`config.mk`:
```
export PLATFORM = sky130hd
export DESIGN_NAME = seq_feeder
export DESIGN_NICKNAME = d
export VERILOG_FILES = /design/src/rtl/seq_feeder.sv
export SDC_FILE = /design/constraint.sdc
export NUM_CORES = 1
export LEC_CHECK = 0
export BUFFER_PORTS_ARGS = -buffer_cell sky130_fd_sc_hd__buf_4
export CORE_MARGIN = 5
export CORE_UTILIZATION = 60
export DETAILED_ROUTE_END_ITERATION = 10
export PLACE_DENSITY = 0.83
export SETUP_SLACK_MARGIN = 0.02
export SKIP_LAST_GASP = 1
export SLEW_MARGIN = 20
export SYNTH_ARGS = -nofsm -noshare
export SYNTH_HDL_FRONTEND = slang
export SYNTH_SLANG_ARGS = --single-unit
export TNS_END_PERCENT = 5
```
`constraint.sdc`:
```
create_clock -name clk -period 4.7 [get_ports clk]
set_clock_uncertainty 0.2 [all_clocks]
set_input_delay 0.235 -clock clk [delete_from_list [all_inputs] [get_ports clk]]
set_output_delay 0.235 -clock clk [all_outputs]
set_load 0.1 [all_outputs]
```
`src/rtl/seq_feeder.sv`:
```
// Feeds query chunks and the target stream to an N-PE systolic array.
// Bases are loaded into local buffers while idle, then streamed chunk by chunk.
module seq_feeder #(
    parameter int N        = 4,
    parameter int BP_WIDTH = 2,
    parameter int Q_DEPTH  = 64,
    parameter int T_DEPTH  = 256,
    parameter int LEN_W    = 9
) (
    input  logic                clk,
    input  logic                reset_i,
    input  logic                ld_en,
    input  logic                ld_sel,
    input  logic [LEN_W-1:0]    ld_addr,
    input  logic [BP_WIDTH-1:0] ld_data,
    input  logic                start,
    input  logic [LEN_W-1:0]    q_len,
    input  logic [LEN_W-1:0]    t_len,
    input  logic                busy,
    output logic [BP_WIDTH-1:0] S,
    output logic [BP_WIDTH-1:0] T,
    output logic                s_update,
    output logic                valid,
    output logic                ack,
    output logic                new_seq,
    output logic                done,
    output logic [LEN_W-1:0]    chunk_idx,
    output logic [2:0]          dbg_state
);

    localparam int QA_W = (Q_DEPTH > 1) ? $clog2(Q_DEPTH) : 1;
    localparam int TA_W = (T_DEPTH > 1) ? $clog2(T_DEPTH) : 1;
    localparam logic [LEN_W-1:0] Q_MAX = LEN_W'(Q_DEPTH);
    localparam logic [LEN_W-1:0] T_MAX = LEN_W'(T_DEPTH);
    localparam logic [LEN_W-1:0] N_L   = LEN_W'(N);
    localparam logic [LEN_W-1:0] ONE   = LEN_W'(1);

    typedef enum logic [2:0] {
        IDLE, KICK, LOAD_S, STREAM_T, WAIT_HI, WAIT_LO, FIN
    } state_t;

    state_t state;

    logic [BP_WIDTH-1:0] q_mem [Q_DEPTH];
    logic [BP_WIDTH-1:0] t_mem [T_DEPTH];

    logic [LEN_W-1:0]    q_len_r;
    logic [LEN_W-1:0]    t_len_r;
    logic [LEN_W-1:0]    nchunk;
    logic [LEN_W-1:0]    cnt;
    logic [LEN_W-1:0]    q_sat;
    logic [LEN_W-1:0]    t_sat;
    logic [LEN_W-1:0]    q_addr;
    logic [LEN_W-1:0]    chunk_next;
    logic [BP_WIDTH-1:0] q_rd;
    logic [BP_WIDTH-1:0] t_rd;

    assign dbg_state = state;

    always_comb begin
        q_sat      = (q_len > Q_MAX) ? Q_MAX : q_len;
        t_sat      = (t_len > T_MAX) ? T_MAX : t_len;
        chunk_next = chunk_idx + ONE;
        q_addr     = chunk_idx * N_L + cnt;
        // Slots past the query end of the last chunk are zero padding.
        q_rd       = (q_addr < q_len_r) ? q_mem[q_addr[QA_W-1:0]] : '0;
        t_rd       = t_mem[cnt[TA_W-1:0]];
    end

    // Buffers are not reset so their contents survive a mid-run reset.
    always_ff @(posedge clk) begin
        if (state == IDLE && ld_en) begin
            if (!ld_sel && ld_addr < Q_MAX) q_mem[ld_addr[QA_W-1:0]] <= ld_data;
            if (ld_sel && ld_addr < T_MAX)  t_mem[ld_addr[TA_W-1:0]] <= ld_data;
        end
    end

    // busy handshake: after each chunk the array raises busy while it works and
    // drops it when finished; the next chunk is kicked only after a full 1->0.
    always_ff @(posedge clk or negedge reset_i) begin
        if (!reset_i) begin
            state     <= IDLE;
            S         <= '0;
            T         <= '0;
            s_update  <= 1'b0;
            valid     <= 1'b0;
            ack       <= 1'b0;
            new_seq   <= 1'b0;
            done      <= 1'b0;
            chunk_idx <= '0;
            q_len_r   <= '0;
            t_len_r   <= '0;
            nchunk    <= '0;
            cnt       <= '0;
        end else begin
            case (state)
                IDLE: begin
                    if (start) begin
                        q_len_r   <= q_sat;
                        t_len_r   <= t_sat;
                        nchunk    <= (q_sat + N_L - ONE) / N_L;
                        cnt       <= '0;
                        chunk_idx <= '0;
                        if (q_sat == '0 || t_sat == '0) begin
                            state <= FIN;
                            done  <= 1'b1;
                        end else begin
                            state   <= KICK;
                            ack     <= 1'b1;
                            new_seq <= 1'b1;
                        end
                    end
                end
                KICK: begin
                    ack      <= 1'b0;
                    new_seq  <= 1'b0;
                    s_update <= 1'b1;
                    S        <= q_rd;
                    cnt      <= ONE;
                    state    <= LOAD_S;
                end
                LOAD_S: begin
                    if (cnt == N_L) begin
                        s_update <= 1'b0;
                        valid    <= 1'b1;
                        T        <= t_mem[0];
                        cnt      <= ONE;
                        state    <= STREAM_T;
                    end else begin
                        S   <= q_rd;
                        cnt <= cnt + ONE;
                    end
                end
                STREAM_T: begin
                    if (cnt == t_len_r) begin
                        valid <= 1'b0;
                        cnt   <= '0;
                        state <= WAIT_HI;
                    end else begin
                        T   <= t_rd;
                        cnt <= cnt + ONE;
                    end
                end
                WAIT_HI: begin
                    if (busy) state <= WAIT_LO;
                end
                WAIT_LO: begin
                    if (!busy) begin
                        chunk_idx <= chunk_next;
                        if (chunk_next < nchunk) begin
                            state <= KICK;
                            ack   <= 1'b1;
                        end else begin
                            state <= FIN;
                            done  <= 1'b1;
                        end
                    end
                end
                FIN: begin
                    done      <= 1'b0;
                    chunk_idx <= '0;
                    state     <= IDLE;
                end
                default: state <= IDLE;
            endcase
        end
    end

endmodule

```
==> After elaboration in Yosys (flattened, before gate mapping) <==
Memories as Yosys holds them, arrays and structs flattened.
Index checks and enable logic that the tools add are counted.
{ "totals": {"ff_bits": 55, "latch_bits": 0, "ramBits": 640, "rom_bits": 0, "input_bits": 35, "out_inout_bits": 21, "memories": 2} }
{ "op_classes": {"addsub": 5, "multipliers": 0, "div_mod_pow": 0, "n_lt_le_gt_ge": 6, "eq_ne": 19, "shifts": 0, "n_mux": 44, "bitwise_logic": 0, "reduce_logical": 25} }
{ "mem_list": {"columns": ["memory", "words", "width", "read_ports", "rd_clocked_by_memory_dff", "wr", "line_no", "rtl"], "rows": [
  ["t_mem", 256, 2, 2, 0, 1, "45", "logic [BP_WIDTH-1:0] t_mem [T_DEPTH];"],
  ["q_mem", 64, 2, 1, 0, 1, "44", "logic [BP_WIDTH-1:0] q_mem [Q_DEPTH];"]
]} }
{ "ops": {"columns": ["operator", "n"], "rows": [
  ["$mux W9", 6],
  ["$pmux W9 S4", 1],
  ["$pmux W9 S3", 1],
  ["$mux W3", 7],
  ["$ne A2 B2 Y1 const B", 10],
  ["$add A9 B1 Y9 const B", 2],
  ["$logic_not A9 Y1", 2],
  ["$pmux W3 S6", 1],
  ["$mux W1", 17],
  ["$reduce_and A5 Y1", 3],
  ["$reduce_and A3 Y1", 4],
  ["$add A9 B3 Y9 const B", 1],
  ["$add A9 B9 Y9", 1],
  ["$eq A3 B3 Y1 const B", 3],
  ["$eq A9 B3 Y1 const B", 1],
  ["$eq A9 B9 Y1", 1],
  ["$gt A9 B7 Y1 const B", 1],
  ["$gt A9 B9 Y1 const B", 1],
  ["$lt A9 B7 Y1", 1],
  ["$lt A9 B7 Y1 const B", 1],
  ["$lt A9 B9 Y1", 1],
  ["$lt A9 B9 Y1 const B", 1],
  ["$sub A9 B1 Y9 const B", 1],
  ["$mux W2", 4],
  ["other kinds (14)", 27]
]} }

==> Longest topological paths before layout <==
{ "depth": {"word_depth": 7, "ltp_mapped": 15} }

==> Worst setup path after synthesis <==
Ideal clock, no wire load.
{ "synth_path": {"path_kind": "register to register", "start": "reg chunk_idx[0]", "end": "reg S[1]", "setup_time_ps": 122, "arrival_ps": 3341, "required_time_ps": 4378, "slack_ps": 1037, "stages_incl_launch_ff": 8, "n_path_buf": 2, "synth_period_minus_slack_ps": 3663, "path_cell_list": "dfrtp_1 > ha_1 > clkbuf_1 > clkbuf_1 > mux4_2 > mux4_2 > mux4_2 > a22o_1"} }
{ "synth_via": {"elab_chain_len": 5} }
{ "synth_rtl": {"columns": ["item", "line_no", "rtl"], "rows": [
  ["start, declared", "27", "output logic [LEN_W-1:0] chunk_idx,"],
  ["start signal, assigned", "149", "chunk_idx <= chunk_next;"],
  ["$add A9 B9 Y9 *", "64", "q_addr = chunk_idx * N_L + cnt;"],
  ["$mem_v2 Z64 W2 or $lt A9 B9 Y1 (tied branches)", null, null],
  ["$mux W2 *", "66", "q_rd = (q_addr < q_len_r) ? q_mem[q_addr[QA_W-1:0]] : '0;"],
  ["$mux W2", "123", "if (cnt == N_L) begin"],
  ["$pmux W2 S2 *", "96", "case (state)"],
  ["end signal, assigned", "118", "S <= q_rd;"],
  ["end signal, assigned", "130", "S <= q_rd;"],
  ["end, declared", "20", "output logic [BP_WIDTH-1:0] S,"]
]} }
Mark *: on every way between the ends. The rest lies on a longest branch, timed or not. The select of a mux whose other input is x is not followed.
A chain may end at the register's enable or synchronous reset.

==> Worst setup path after layout <==
{ "layout_path": {"start": "reg state[0], in the netlist dbg_state[0]", "end": "mem t_mem[160][1] (enable)"} }
{ "layout_via": {"elab_chain_len": 4} }
{ "layout_rtl": {"columns": ["item", "line_no", "rtl"], "rows": [
  ["start, declared", "42", "state_t state;"],
  ["start signal, assigned", "82", "state <= IDLE;"],
  ["start signal, assigned", "105", "state <= FIN;"],
  ["start signal, assigned", "108", "state <= KICK;"],
  ["$logic_not A3 Y1", "72", "if (state == IDLE && ld_en) begin"],
  ["$logic_and A1 B1 Y1", "72", null],
  ["$mux W1", "72", null],
  ["$mux W1 (not written as such)", "74", "if (ld_sel && ld_addr < T_MAX) t_mem[ld_addr[TA_W-1:0]] <= ld_data;"],
  ["end, declared", "45", null]
]} }
Every way passes these cells.

==> metrics <==
status=finished clean; Synth async-reset ratio=7.914%; Final Power=around 17 mW; vias in the first global route=between 15,000 and 20,000; first-pass GRT wire length=110,100 um; largest net degree at the start of global routing=171; most common cell after layout, fill and taps aside=edfxtp_1; Die Area=54,020 um2; I/O Pins=56; met1 Use GR=35.67%; largest cells by area after synthesis=edfxtp_1, mux4_2, nor2_1; Core ar.=48,950 um2; DIE HEIGHT=roughly 230 um; First DRT Iteration DRCs=2,582; Worst Setup EP=t_mem[160][1]; Post-CTS Resized=0; most frequent cells in the layout=edfxtp_1, nor2_1, nand2_1, mux4_2; met3 global-route usage=5.357%; final wirelength=between 70,000 and 80,000 um; FMAX=approximately 270 MHz; CP required=4.77 ns; CTS tree=done; total clock sinks=695; Tmin final=3.745 ns; Layout area overhead=11.66%; H-tree Lvls=3; port bufs=55; Netlist cell types=63; Final ANT Viol Nets=0; GPL Wtd Cong=~0.89; Lkg Pwr=about 11 nW; Max FO, Critical Path=48; Worst Setup End Kind=flop; initial antenna violation count=0; Ys Warns=0; Final TNS setup=0 ns; Synth area leader=edfxtp_1; GRT met2 Usage=between 40% and 50%; VDD IR max=0.3316 mV; RSZ-0062 raised after global routing=no; syn_nets=2,018; Post-Synthesis Cell Area=29,680 um2; Main synth FF type=edfxtp_1; # fillers=3,046; pwr/cell area=approximately 520 nW/um2; clock-pin transition on the worst setup and hold timing paths=~0.07 ns; worst hold-check path type=input port to flop; first drt pass iteration count=6; via count=between 15,000 and 20,000; Max Cap Viol=0; worst slew pin tran=1.104 ns; GRT Residual Overflow=0; Synth top area share=between 60% and 70%; row count=81; Avg Inst Size Synth=15.15 um2; worst hold stages=1; Worst setup SP type=flop; sequential area share after synthesis=69.38%; most used routing layer=met2; slack of the worst reg-to-reg path=0.96 ns; Setup crit start=dbg_state[0]; Mapped Cells=1,959; critical path type=flop to flop; Post-synth EDFFs=640; per-cell routed wire length=26.10 um; Initial Utilization=60.64%; CP Data Arrival Time=3.82 ns; Clock Tree Root=clkbuf_16; share of cells above drive strength 1=15.85%; Tot GR Track Use=26.73%; CTS buffer count=just under 70; RR Endpoint=t_mem[160][1]; clk buf depth=3; Place WS=1.084 ns; fin worst setup slack=0.9550 ns; period utilization=79.68%; worst skew pair latency=0.59 ns; Final Max Slew Viols=0; reg2reg start=dbg_state[0]; Detailed Place HPWL=between 40,000 and 50,000 um; Final Hold Viols=0; DIE WIDTH=232.4 um; Residual DRC=0; routed vias/inst=6.634; nets=around 2,100; worst-case reg-to-reg path depth=6; register bit total from synthesis=just under 700; number of diodes=0; post-CTS setup repair buffer count=0; Setup-failing EPs final=0; Worst slew margin=26.39%
## metrics by stage
stage	instances	hold WS [ns]	util, %	area [um2]
floorplan	1959	-0.2606	-	29680
global placement	2595	0.1284	62.80	30740
detailed placement	2595	0.1387	62.80	30740
CTS	2740	0.05817	67.70	33140
global route	2740	0.1121	67.71	33150
finish	2740	0.06038	67.71	33150
## synth_stat cells (3+ instances only)
cell type,instances
buf_1,11
nand3_1,22
edfxtp_1,640
nor3_1,16
nor2_1,373
o21bai_1,3
a22o_1,10
a21o_1,9
buf_2,16
a221o_1,3
nand4_1,3
o221ai_1,19
nand3b_1,10
a32o_1,4
o31ai_1,11
a211oi_1,19
inv_1,26
o22ai_1,19
o21ai_0,32
mux4_2,128
xnor2_1,6
o41ai_1,6
mux2i_1,81
a41oi_1,3
buf_6,9
a21oi_1,49
a221oi_1,5
xor2_1,19
a22oi_1,17
ha_1,23
nor4_1,7
nand2b_1,7
dfrtp_1,55
buf_4,6
o21a_1,4
clkbuf_1,75
nand2_1,148
and2_1,8
nor2b_1,24
## how the worst min path moves through the flow
stage / startpoint / end / slack (ns)
finish: ld_data[0] / q_mem[31][0] / 0.06
global placement: reset_i / nchunk[2] / 0.13
CTS: reset_i / cnt[5] / 0.06
global route: ld_addr[1] / q_mem[27][1] / 0.11
floorplan: reset_i / S[0] / -0.26
detailed placement: reset_i / nchunk[3] / 0.14
## worst max-delay path: stages, from the launching register on
cell     delay (ns)
dfrtp_1        0.54
inv_1          0.36
nand2_1        0.20
nor4_1         0.80
nand2_2        0.50
buf_4          0.46
nor2_1         0.30
## state kept, by name, summed over array words and instances (netlist names)
register and flops:
S 2, T 2, ack 1, chunk_idx 9
cnt 9, dbg_state 3, done 1, nchunk 7
new_seq 1, q_len_r 9, q_mem 128, s_update 1
t_len_r 9, t_mem 512, valid 1
## logic make-up after synthesis
kind of cell             Yosys count  synth area share (%)
AO/OA/AOI/OAI                    234                 5.459
AND/OR/NAND/NOR                  627                 8.738
buffers and inverters            145                 2.204
flip-flops                       695                 69.38
adder cells (fa/ha/maj)           24                 1.037
multiplexers                     209                 12.44
XOR/XNOR                          25                0.7376
## repair_timing
action | CTS | global route
endpoints found under the hold margin | 85 | 0
hold buffers | 25 | 0
setup endpoints to repair | 0 | 0
## layout make-up
class                   count  area [um2]  area share (%)
multi-input cells        1119        8454           25.51
clock buffers              83        1832           5.526
clock inverters            37       316.6          0.9550
well taps                 664       830.8           2.507
flip-flops and latches    695       20600           62.16
inverters                  28       105.1          0.3171
repair buffers            114        1003           3.027
## report_power, final
part	switching (mW)	total (mW)	internal, mW	leakage, nW
clock	2.27	5.32	3.05	1.05
combinational	2.73	4.73	2.00	3.26
sequential	0.292	7.21	6.92	6.46
total	5.29	17.3	12.0	10.8
## routing by layer
metal / up-vias / part of all wire, %
met2: 1259 / 49
met3: 224 / 10
met5: - / 0
li1: 7629 / -
met1: 9066 / 37
met4: 0 / 3.8
No activity file was read; power rests on OpenSTA's default activity.
